### config.mk
export PLATFORM = sky130hd
export DESIGN_NAME = clk_div_prog
export DESIGN_NICKNAME = d
export VERILOG_FILES = /design/src/rtl/clk_div_prog.sv
export SDC_FILE = /design/constraint.sdc
export NUM_CORES = 1
export LEC_CHECK = 0
export ABC_AREA = 1
export BUFFER_PORTS_ARGS = -buffer_cell sky130_fd_sc_hd__buf_2
export CAP_MARGIN = 25
export CORE_MARGIN = 2
export CORE_UTILIZATION = 50
export CTS_BUF_LIST = sky130_fd_sc_hd__clkbuf_8
export DETAILED_ROUTE_END_ITERATION = 8
export GPL_TIMING_DRIVEN = 1
export PLACE_DENSITY_LB_ADDON = 0.05
export SYNTH_ARGS = -nofsm -noshare
export SYNTH_HDL_FRONTEND = slang
export SYNTH_SLANG_ARGS = --single-unit
### constraint.sdc
create_clock -name clk -period 3.3 [get_ports clk]
set_input_delay 0.66 -clock clk [delete_from_list [all_inputs] [get_ports clk]]
set_output_delay 0.66 -clock clk [all_outputs]
set_load 0.01 [all_outputs]
### src/rtl/clk_div_prog.sv
`default_nettype none
// ============================================================================
//  Module   : clk_div_prog
//  Brief    : Programmable clock divider / tick generator with shadowed,
//             boundary-aligned ratio and mode updates. Optional phase-sync
//             input enabled by defining DIV_PHASE_SYNC_EN.
//  Revision : 1.0 - initial release
// ============================================================================
module clk_div_prog #(
    parameter int WIDTH       = 16,
    parameter int DEFAULT_DIV = 4
) (
    input  logic             clk,
    input  logic             reset,
    input  logic             enable,
    input  logic             load,
    input  logic [WIDTH-1:0] div_val,
    input  logic             mode,
`ifdef DIV_PHASE_SYNC_EN
    input  logic             sync_in,
`endif
    output logic             clk_out,
    output logic             tick,
    output logic             pend
);

    localparam logic [WIDTH-1:0] c_one         = {{(WIDTH-1){1'b0}}, 1'b1};
    localparam logic [WIDTH-1:0] c_default_div = WIDTH'(DEFAULT_DIV);

    logic [WIDTH-1:0] r_cnt;
    logic [WIDTH-1:0] r_n_act;
    logic             r_mode_act;
    logic [WIDTH-1:0] r_n_shd;
    logic             r_mode_shd;
    logic             r_pend;
    logic             r_clk_out;
    logic             r_tick;

    logic [WIDTH-1:0] w_div_san;
    logic [WIDTH-1:0] w_cnt_inc;
    logic             w_boundary;
    logic [WIDTH-1:0] w_n_new;
    logic             w_mode_new;
    logic             w_sync;

    // Duty-mode level for the count value about to be entered; N=1 stays high.
    function automatic logic f_duty(input logic [WIDTH-1:0] n, input logic [WIDTH-1:0] c);
        return (n == c_one) ? 1'b1 : (c < (n >> 1));
    endfunction

    assign w_div_san  = (div_val == '0) ? c_one : div_val;
    assign w_cnt_inc  = r_cnt + c_one;
    assign w_boundary = (r_cnt == (r_n_act - c_one));

`ifdef DIV_PHASE_SYNC_EN
    assign w_sync = sync_in;
`else
    assign w_sync = 1'b0;
`endif

    // Settings for the period that starts at this edge: a same-cycle load
    // beats a pending shadow, which beats the current active values.
    always_comb begin
        w_n_new    = r_n_act;
        w_mode_new = r_mode_act;
        if (load) begin
            w_n_new    = w_div_san;
            w_mode_new = mode;
        end else if (r_pend) begin
            w_n_new    = r_n_shd;
            w_mode_new = r_mode_shd;
        end
    end

    always_ff @(posedge clk) begin
        if (reset) begin
            r_cnt      <= '0;
            r_n_act    <= c_default_div;
            r_mode_act <= 1'b0;
            r_n_shd    <= c_default_div;
            r_mode_shd <= 1'b0;
            r_pend     <= 1'b0;
            r_clk_out  <= 1'b0;
            r_tick     <= 1'b0;
        end else if (!enable) begin
            r_cnt     <= '0;
            r_tick    <= 1'b0;
            r_clk_out <= 1'b0;
            if (load) begin
                r_n_act    <= w_div_san;
                r_mode_act <= mode;
                r_pend     <= 1'b0;
            end
        end else if (w_sync) begin
            r_cnt      <= '0;
            r_tick     <= 1'b0;
            r_clk_out  <= 1'b0;
            r_n_act    <= w_n_new;
            r_mode_act <= w_mode_new;
            r_pend     <= 1'b0;
        end else if (w_boundary) begin
            r_cnt      <= '0;
            r_tick     <= 1'b1;
            r_n_act    <= w_n_new;
            r_mode_act <= w_mode_new;
            r_pend     <= 1'b0;
            r_clk_out  <= w_mode_new ? f_duty(w_n_new, '0) : ~r_clk_out;
        end else begin
            r_cnt     <= w_cnt_inc;
            r_tick    <= 1'b0;
            r_clk_out <= r_mode_act ? f_duty(r_n_act, w_cnt_inc) : r_clk_out;
            if (load) begin
                r_n_shd    <= w_div_san;
                r_mode_shd <= mode;
                r_pend     <= 1'b1;
            end
        end
    end

    assign clk_out = r_clk_out;
    assign tick    = r_tick;
    assign pend    = r_pend;

endmodule
`default_nettype wire
Yosys cells after proc, flatten, opt, wreduce, memory -nomap -nowiden
Index checks and enable logic that the tools add are counted.
{"block": "op_classes", "add_sub_neg": 2, "n_lt_le_gt_ge": 2, "n_eq_ne": 4, "n_mux": 21, "n_bitwise": 3, "reduce_logical": 9}
{"operator": "16-bit 2-to-1 mux", "count": 6}
{"operator": "16-bit by 1-bit == test with 1-bit output, second input constant", "count": 2}
{"operator": "16-bit by 1-bit adder with 16-bit output, second input constant", "count": 1}
{"operator": "16-bit == test", "count": 1}
{"operator": "16-bit zero test", "count": 1}
{"operator": "16-bit by 15-bit less-than comparator with 1-bit output", "count": 1}
{"operator": "16-bit by 1-bit subtractor with 16-bit output, second input constant", "count": 1}
{"operator": "1-bit by 15-bit less-than comparator with 1-bit output, first input constant", "count": 1}
{"operator": "1-bit 2-to-1 mux", "count": 15}
{"operator": "2-bit nonzero test", "count": 3}
{"operator": "2-bit AND reduction", "count": 2}
{"operator": "1-bit NOT", "count": 3}
{"operator": "3-bit AND reduction", "count": 1}
{"operator": "3-bit OR reduction", "count": 1}
{"operator": "2-bit by 1-bit != test with 1-bit output, second input constant", "count": 1}
{"operator": "2-bit OR reduction", "count": 1}
{"block": "totals", "register_bits": 53, "in_bits": 21, "output_inout_bits": 3, "wordCells": 49}

Longest topological paths before layout
Gate-level depths: netlist of the first run.
{"block": "logic_depth", "word_depth": 7, "ltp_mapped": 20, "ltp_nobuf": 20}

Worst setup path before layout of the first run
Ideal clock, no wire load.
{"block": "synth_path", "path_kind": "flip-flop to flip-flop", "from": "reg r_cnt[0]", "to": "reg r_clk_out (netlist: clk_out)", "arrival_time_ns": 2.469, "required_ns": 3.191, "setup_slack_ns": 0.722, "path_stages_with_launch": 17, "synth_period_minus_slack_ns": 2.578, "cell_sequence": "dfxtp_1 -> ha_1 -> nand2_1 -> nor3_1 -> nand3_1 -> or4_1 -> xnor2_1 -> ha_1 -> nand3_1 -> o211ai_1 -> inv_1 -> nand2_1 -> nand2_1 -> nand2_1 -> nand3_1 -> nand2_1 -> inv_1"}
{"block": "synth_between", "elab_chain_cells": 5}
{"element": "start: declaration", "line": "30", "source": "logic [WIDTH-1:0] r_cnt;"}
{"element": "start signal: assignment", "line": "109", "source": "r_cnt <= w_cnt_inc;"}
{"element": "16-bit by 1-bit adder with 16-bit output", "line": "52", "source": "assign w_cnt_inc = r_cnt + c_one;"}
{"element": "named net w_cnt_inc[12]", "line": "40", "source": "logic [WIDTH-1:0] w_cnt_inc;"}
{"element": "16-bit by 15-bit less-than comparator with 1-bit output", "line": "48", "source": "return (n == c_one) ? 1'b1 : (c < (n >> 1));"}
{"element": "1-bit 2-to-1 mux", "line": "48"}
{"element": "1-bit 2-to-1 mux", "line": "111", "source": "r_clk_out <= r_mode_act ? f_duty(r_n_act, w_cnt_inc) : r_clk_out;"}
{"element": "1-bit 2-to-1 mux", "line": "101", "source": "end else if (w_boundary) begin"}
{"element": "end signal: assignment", "line": "107", "source": "r_clk_out <= w_mode_new ? f_duty(w_n_new, '0) : ~r_clk_out;"}
{"element": "end signal: assignment", "line": "111"}
{"element": "end: declaration", "line": "36", "source": "logic r_clk_out;"}
The timed path passes the listed nets, and every way through them passes these cells. The select of a mux whose other input is x is not followed.
A chain may end at the register's enable or synchronous reset.

Final worst setup path of the first run
Ends and elaborated chain as after synthesis.

==> summary.md, run 1 <==
| Metric | Value |
|---|---|
| Worst setup SP type | register |
| Tmin final | 2850 ps |
| Pleak | 1.97 nW |
| Syn Inst Count | 655 |
| CP Class | reg -> reg |
| Top-area cell type share of the netlist area | 0.270 |
| Worst slew margin | 0.670 |
| Mapped Nets | 693 |
| Ys async rst share | 0 |
| Longest Clk Path Bufs | 2 |
| Finish-stage setup viols | 0 |
| Wire per inst | 13.2 µm |
| Hold Crit Endpoint | r_mode_act |
| Max Slew Vio Count | 0 |
| CTS Buf Count | 5 |
| Die Ht | 92.6 µm |
| DRC violations left | 0 |
| Count of cell types in the netlist | 36 |
| # fillers | 812 |
| RSZ-0062 raised after global routing | false |
| RePlAce Congestion | 0.894 |
| Share of layout cells above drive strength 1 | 0.0901 |
| CTS Root Buffer Type | clkbuf_8 |
| Most frequent cell after synthesis | nand2_1 |
| Tightest Pin Transition | 495 ps |
| Arrival @ worst endpoint | 3070 ps |
| Register area share after synthesis | 0.270 |
| TritonCTS clock tree | yes |
| Starting Density | 0.513 |
| Overall routed net length | 10100 µm |
| Iteration-0 DRC Markers | 168 |
| Nets | 703 |
| Hpwl dp | 7840 µm |
| Post-cts resize count | 0 |
| Synthesized area per cell | 5.99 µm² |
| DR vias | 3943 |
| Status | finished, final reports clean |
| GRT overflow | 0 |
| Placed insts | 760 |
| Worst hold path class | reg -> reg |
| Leading register cell type out of synthesis | dfxtp_1 |
| Layout Cells excl Fill | 768 |
| R2R depth | 20 |
| Flop2flop setup slack | 450 ps |
| Post-synth EDFFs | 0 |
| Warnings from Yosys | 0 |
| Mapped cell area | 3920 µm² |
| Total Routing Usage GR | 0.256 |
| Antenna-violating nets left | 0 |
| Worst hold start | r_mode_act |
| Worst path required time | 3510 ps |
| Setup crit end kind | register |
| Total die area | 8570 µm² |
| Hold path cells | 2 |
| Io pins | 24 |
| Placed cell area | 4090 µm² |
| Vias in the first global route | 3687 |
| Top cells by area, synth | dfxtp_1 (27%), nand2_1 (18%), nor2_1 (8.1%) |
| Max-cap violation count | 0 |
| Achievable Freq | 0.351 GHz |
| Cell Rows | 32 |
| Worst-skew pair later-pin latency | 310 ps |
| Tcrit/Tclk final | 0.865 |
| Reg2reg end | clk_out |
| Maximum vdd drop | 201 µV |
| Drt via density | 5.13 |
| Post-synth top cells | nand2_1 (186), nor2_1 (85), inv_1 (83), dfxtp_1 (53), nand3_1 (53) |
| # diodes | 0 |
| Tot Pwr | 0.00142 W |
| H-tree levels | 2 |
| Fin Clk Skew | 9.36 ps |
| Hold_buf cts | 0 |
| Pin count of the biggest net entering global routing | 29 |
| Global-route wire length before repair | 17700 µm |
| Post-CTS Setup Bufs | 0 |
| Synth-to-Final Area Change | 6.66% |
| Area leader, netlist | dfxtp_1 |
| CP max FO | 5 |
| Core ar. | 7650 µm² |
| TritonCTS Sinks | 53 |
| Die W | 92.6 µm |
| Pre-antenna DRT Iters | 5 |
| Final core utilization | 0.547 |
| Post-synthesis register bit count | 53 |
| Setup TNS | 0 ps |
| Power per cell area | 340 nW/µm² |
| Final Hold Violating Endpoints | 0 |
| Design area | 4190 µm² |
| Initial antenna violation count | 0 |
| Number of port buffers | 23 |
| FF-to-FF Start | r_cnt[0] |
| Clock-pin slew on the worst setup and hold paths | 100 ps |
## layout make-up
| cell class | instances | area [µm²] | area share |
|---|---|---|---|
| Inverter | 87 | 327 | 0.0780 |
| Tap cell | 102 | 128 | 0.0305 |
| Multi-Input combinational cell | 490 | 2430 | 0.581 |
| Timing Repair Buffer | 28 | 153 | 0.0365 |
| Sequential cell | 53 | 1060 | 0.254 |
| Clock buffer | 5 | 68.8 | 0.0164 |
| Clock inverter | 3 | 18.8 | 0.00448 |
## worst max-delay path, stage by stage, from the launching register on
cell	delay [ps]
dfxtp_1	420
ha_1	190
nand2_1	120
nor3_2	230
nand3_1	200
o21ai_0	220
inv_1	70
or2_2	310
inv_1	70
ha_1	110
nand2_1	60
o21ai_0	170
nor2_1	60
o211ai_1	160
inv_1	50
nand2_1	50
nand2_1	50
nand2_1	50
nand3_1	80
nand2_1	60
inv_1	30
## layer usage
metal	vias up	GRT usage	wire length, µm
met2	101	0.423	4570
li1	2095	-	-
met4	0	0.0684	191
met5	-	0	0
met3	13	0.0269	451
met1	1734	0.355	4890
## cells in the final DEF, fill, tap and decap left out, types with 10 or more instances in the layout
cell and instances:
o21ai_0 37, nand4_1 10, buf_2 23, nand2_1 186, inv_1 84, dfxtp_1 53, nor2_1 85, ha_1 17
xor2_1 13, nand3_1 53, nor2_2 12, a21oi_1 31
## kinds of logic (layout without fill, tap and decap cells)
logic type,after synthesis,after routing,synth area share
AND/OR/NAND/NOR,370,370,0.405
buffers and inverters,112,123,0.113
AO/OA/AOI/OAI,84,84,0.115
flip-flops,53,53,0.270
XOR/XNOR,19,19,0.0424
adder cells (fa/ha/maj),17,17,0.0542
## registers in the layout (all words and copies together), names as in the netlist
register,flops
pend,1
r_mode_shd,1
r_n_shd,16
r_mode_act,1
clk_out,1
tick,1
r_cnt,16
r_n_act,16
## worst max-delay path by stage
stage                   from  endpoint  slack [ps]  depth (start not counted)
finish              r_cnt[0]   clk_out         450                         20
global route        r_cnt[0]   clk_out          80                         20
CTS                 r_cnt[0]   clk_out         340                         19
detailed placement  r_cnt[0]   clk_out         370                         18
global placement    r_cnt[0]   clk_out         500                         16
floorplan           r_cnt[0]   clk_out         720                         16
## per-stage QoR
stage	hold slack, ps	setup WS, ps
global placement	449	499
floorplan	435	722
finish	471	447
CTS	469	335
global route	501	76.4
detailed placement	454	365
## report_power, final
group          internal (W)  switching, W  leakage, nW
clock              0.000147      0.000228       0.0416
combinational      0.000119      0.000227         1.50
sequential         0.000669     0.0000309        0.433
Note: power is estimated with default switching activity, not from simulation.
==> run 2: changes to the inputs <==
--- a/config.mk
+++ b/config.mk
@@ -9,7 +9,7 @@
 export BUFFER_PORTS_ARGS = -buffer_cell sky130_fd_sc_hd__buf_2
 export CAP_MARGIN = 25
 export CORE_MARGIN = 2
-export CORE_UTILIZATION = 50
+export CORE_UTILIZATION = 35
 export CTS_BUF_LIST = sky130_fd_sc_hd__clkbuf_8
 export DETAILED_ROUTE_END_ITERATION = 8
 export GPL_TIMING_DRIVEN = 1
==> summary.md, run 2 (synthesis results as in run 1) <==
| Metric | Value |
|---|---|
| Worst hold path class | reg -> reg |
| CP Class | reg -> reg |
| Io pins | 24 (unchanged) |
| Final Hold Violating Endpoints | 0 (unchanged) |
| Iteration-0 DRC Markers | 223 (+33%) |
| # diodes | 0 (unchanged) |
| CTS Buf Count | 5 (unchanged) |
| Worst setup SP type | register |
| RSZ-0062 raised after global routing | false |
| Vias in the first global route | 3725 (+1.0%) |
| TritonCTS clock tree | yes |
| Pin count of the biggest net entering global routing | 26 (-10%) |
| Tmin final | 2900 ps (+51.7 ps) |
| Critical path origin | r_cnt[0] |
| Post-CTS Setup Bufs | 0 (unchanged) |
| Worst-skew pair later-pin latency | 330 ps (+20 ps) |
| CP max FO | 5 (unchanged) |
| Cell Rows | 38 (+19%) |
| Antenna-violating nets left | 0 (unchanged) |
| Tightest Pin Transition | 504 ps (+9.30 ps) |
| Synth-to-Final Area Change | 8.67% |
| Commonest non-fill, non-tap cell in the layout | nand2_1 |
| DR vias | 3896 (-1.2%) |
| Maximum vdd drop | 193 µV (-3.8%) |
| Share of layout cells above drive strength 1 | 0.0940 (+0.00394) |
| Die Ht | 110 µm (+19%) |
| DRC violations left | 0 (unchanged) |
| Most frequent cells in the layout | nand2_1 (186), nor2_1 (85), inv_1 (83) |
| Max Slew Vio Count | 0 (unchanged) |
| Starting Density | 0.360 (-0.153) |
| Hpwl dp | 8680 µm (+11%) |
| Status | finished, final reports clean |
| # fillers | 1220 (+50%) |
| Number of port buffers | 23 (unchanged) |
| Pre-antenna DRT Iters | 5 (unchanged) |
| Tcrit/Tclk final | 0.880 (+0.0157) |
| Pleak | 2.00 nW (+1.4%) |
| Setup crit end kind | register |
| Longest Clk Path Bufs | 2 (unchanged) |
| Global-route wire length before repair | 18600 µm (+4.7%) |
| Clock-pin slew on the worst setup and hold paths | 110 ps (about the same) |
| CTS Root Buffer Type | clkbuf_8 |
| Nets | 707 (+0.57%) |
| TritonCTS Sinks | 53 (unchanged) |
| Die W | 110 µm (+19%) |
| H-tree levels | 2 (unchanged) |
| Total Routing Usage GR | 0.197 (-0.0588) |
| Top Registers | r_cnt x16, r_n_act x16, r_n_shd x16 |
| Worst path required time | 3540 ps (+30 ps) |
| Hold path cells | 2 (unchanged) |
| Setup TNS | 0 ps (unchanged) |
| RePlAce Congestion | 0.824 (-7.9%) |
| GRT overflow | 0 (unchanged) |
| Post-cts resize count | 0 (unchanged) |
| Arrival @ worst endpoint | 3140 ps (+70 ps) |
| Power per cell area | 349 nW/µm² (+2.9%) |
| Fin Clk Skew | 12.9 ps (+3.55 ps) |
| R2R depth | 19 (-5.0%) |
| Most frequent CP cell | nand2_1 |
| Worst hold start | r_mode_act |
| CP peak stage delay | 410 ps (about the same) |
| Hold_buf cts | 0 (unchanged) |
| Worst slew margin | 0.663 (-0.00621) |
| FF-to-FF Start | r_cnt[0] |
| Overall routed net length | 11000 µm (+8.6%) |
| Core ar. | 10900 µm² (+42%) |
| Initial antenna violation count | 0 (unchanged) |
| Worst path slowest cell | dfxtp_1 |
| Achievable Freq | 0.344 GHz (-1.8%) |
| Total die area | 12100 µm² (+41%) |
| Crit-path cells | ha_1 -> nand2_1 -> nor3_1 -> nand3_1 -> nor4_1 -> or2_2 -> inv_1 -> ha_1 -> nand2_1 -> o21ai_0 -> nor2_1 -> o211ai_1 -> inv_1 -> nand2_1 -> nand2_1 -> nand2_1 -> nand3_1 -> nand2_1 -> inv_1 |
| Final hold slack | 470 ps (-1.54 ps) |
| Finish-stage setup viols | 0 (unchanged) |
| Wire per inst | 13.6 µm (+3.0%) |
| Drt via density | 4.81 (-6.3%) |
| Max-cap violation count | 0 (unchanged) |
-- run 2: metrics by stage --
step           total power, W  cell area [µm²]  cells  worst slack [ps]  utilization
3_5_place_dp          0.00107             4160    802               425        0.382
6_report              0.00149             4260    810               395        0.392
2_1_floorplan        0.000971             3920    655               722            -
3_3_place_gp          0.00107             4160    802               482        0.382
5_1_grt               0.00159             4260    810              43.4        0.392
4_1_cts               0.00151             4260    810               411        0.392
-- run 2: cell type report --
cell class,count,area [µm²],area share
clock buffer,6,82.6,0.0194
multi-input combinational,490,2420,0.567
sequential,53,1060,0.249
tap,140,175,0.0411
timing repair buffer,32,183,0.0428
clock inverter,2,17.5,0.00411
inverter,87,327,0.0766
-- run 2: routing by layer --
layer  wire, µm  vias to the layer above  track usage
met5          0                        -            0
met4        126                        0       0.0479
met3        316                       10       0.0273
met2       4950                       60        0.322
met1       5590                     1731        0.273
li1           -                     2095            -
-- run 2: where the power goes --
group          internal [W]  switching, W  total [W]
clock              0.000175      0.000261   0.000437
sequential         0.000669     0.0000311   0.000700
combinational      0.000122      0.000231   0.000353
total              0.000966      0.000524    0.00149
-- run 2: worst paths after layout --
path | endpoint | slack, ps
max | clk_out | 400
min | r_mode_act | 470
max reg2reg | clk_out | 400
min reg2reg | r_mode_act | 470
-- run 2: critical path: cells and delay by family (launching register included) --
kind / cells / cell delay, ps
AO/OA/AOI/OAI: 2 / 350
flip-flops: 1 / 410
adder cells (fa/ha/maj): 2 / 450
AND/OR/NAND/NOR: 12 / 1490
buffers and inverters: 3 / 130
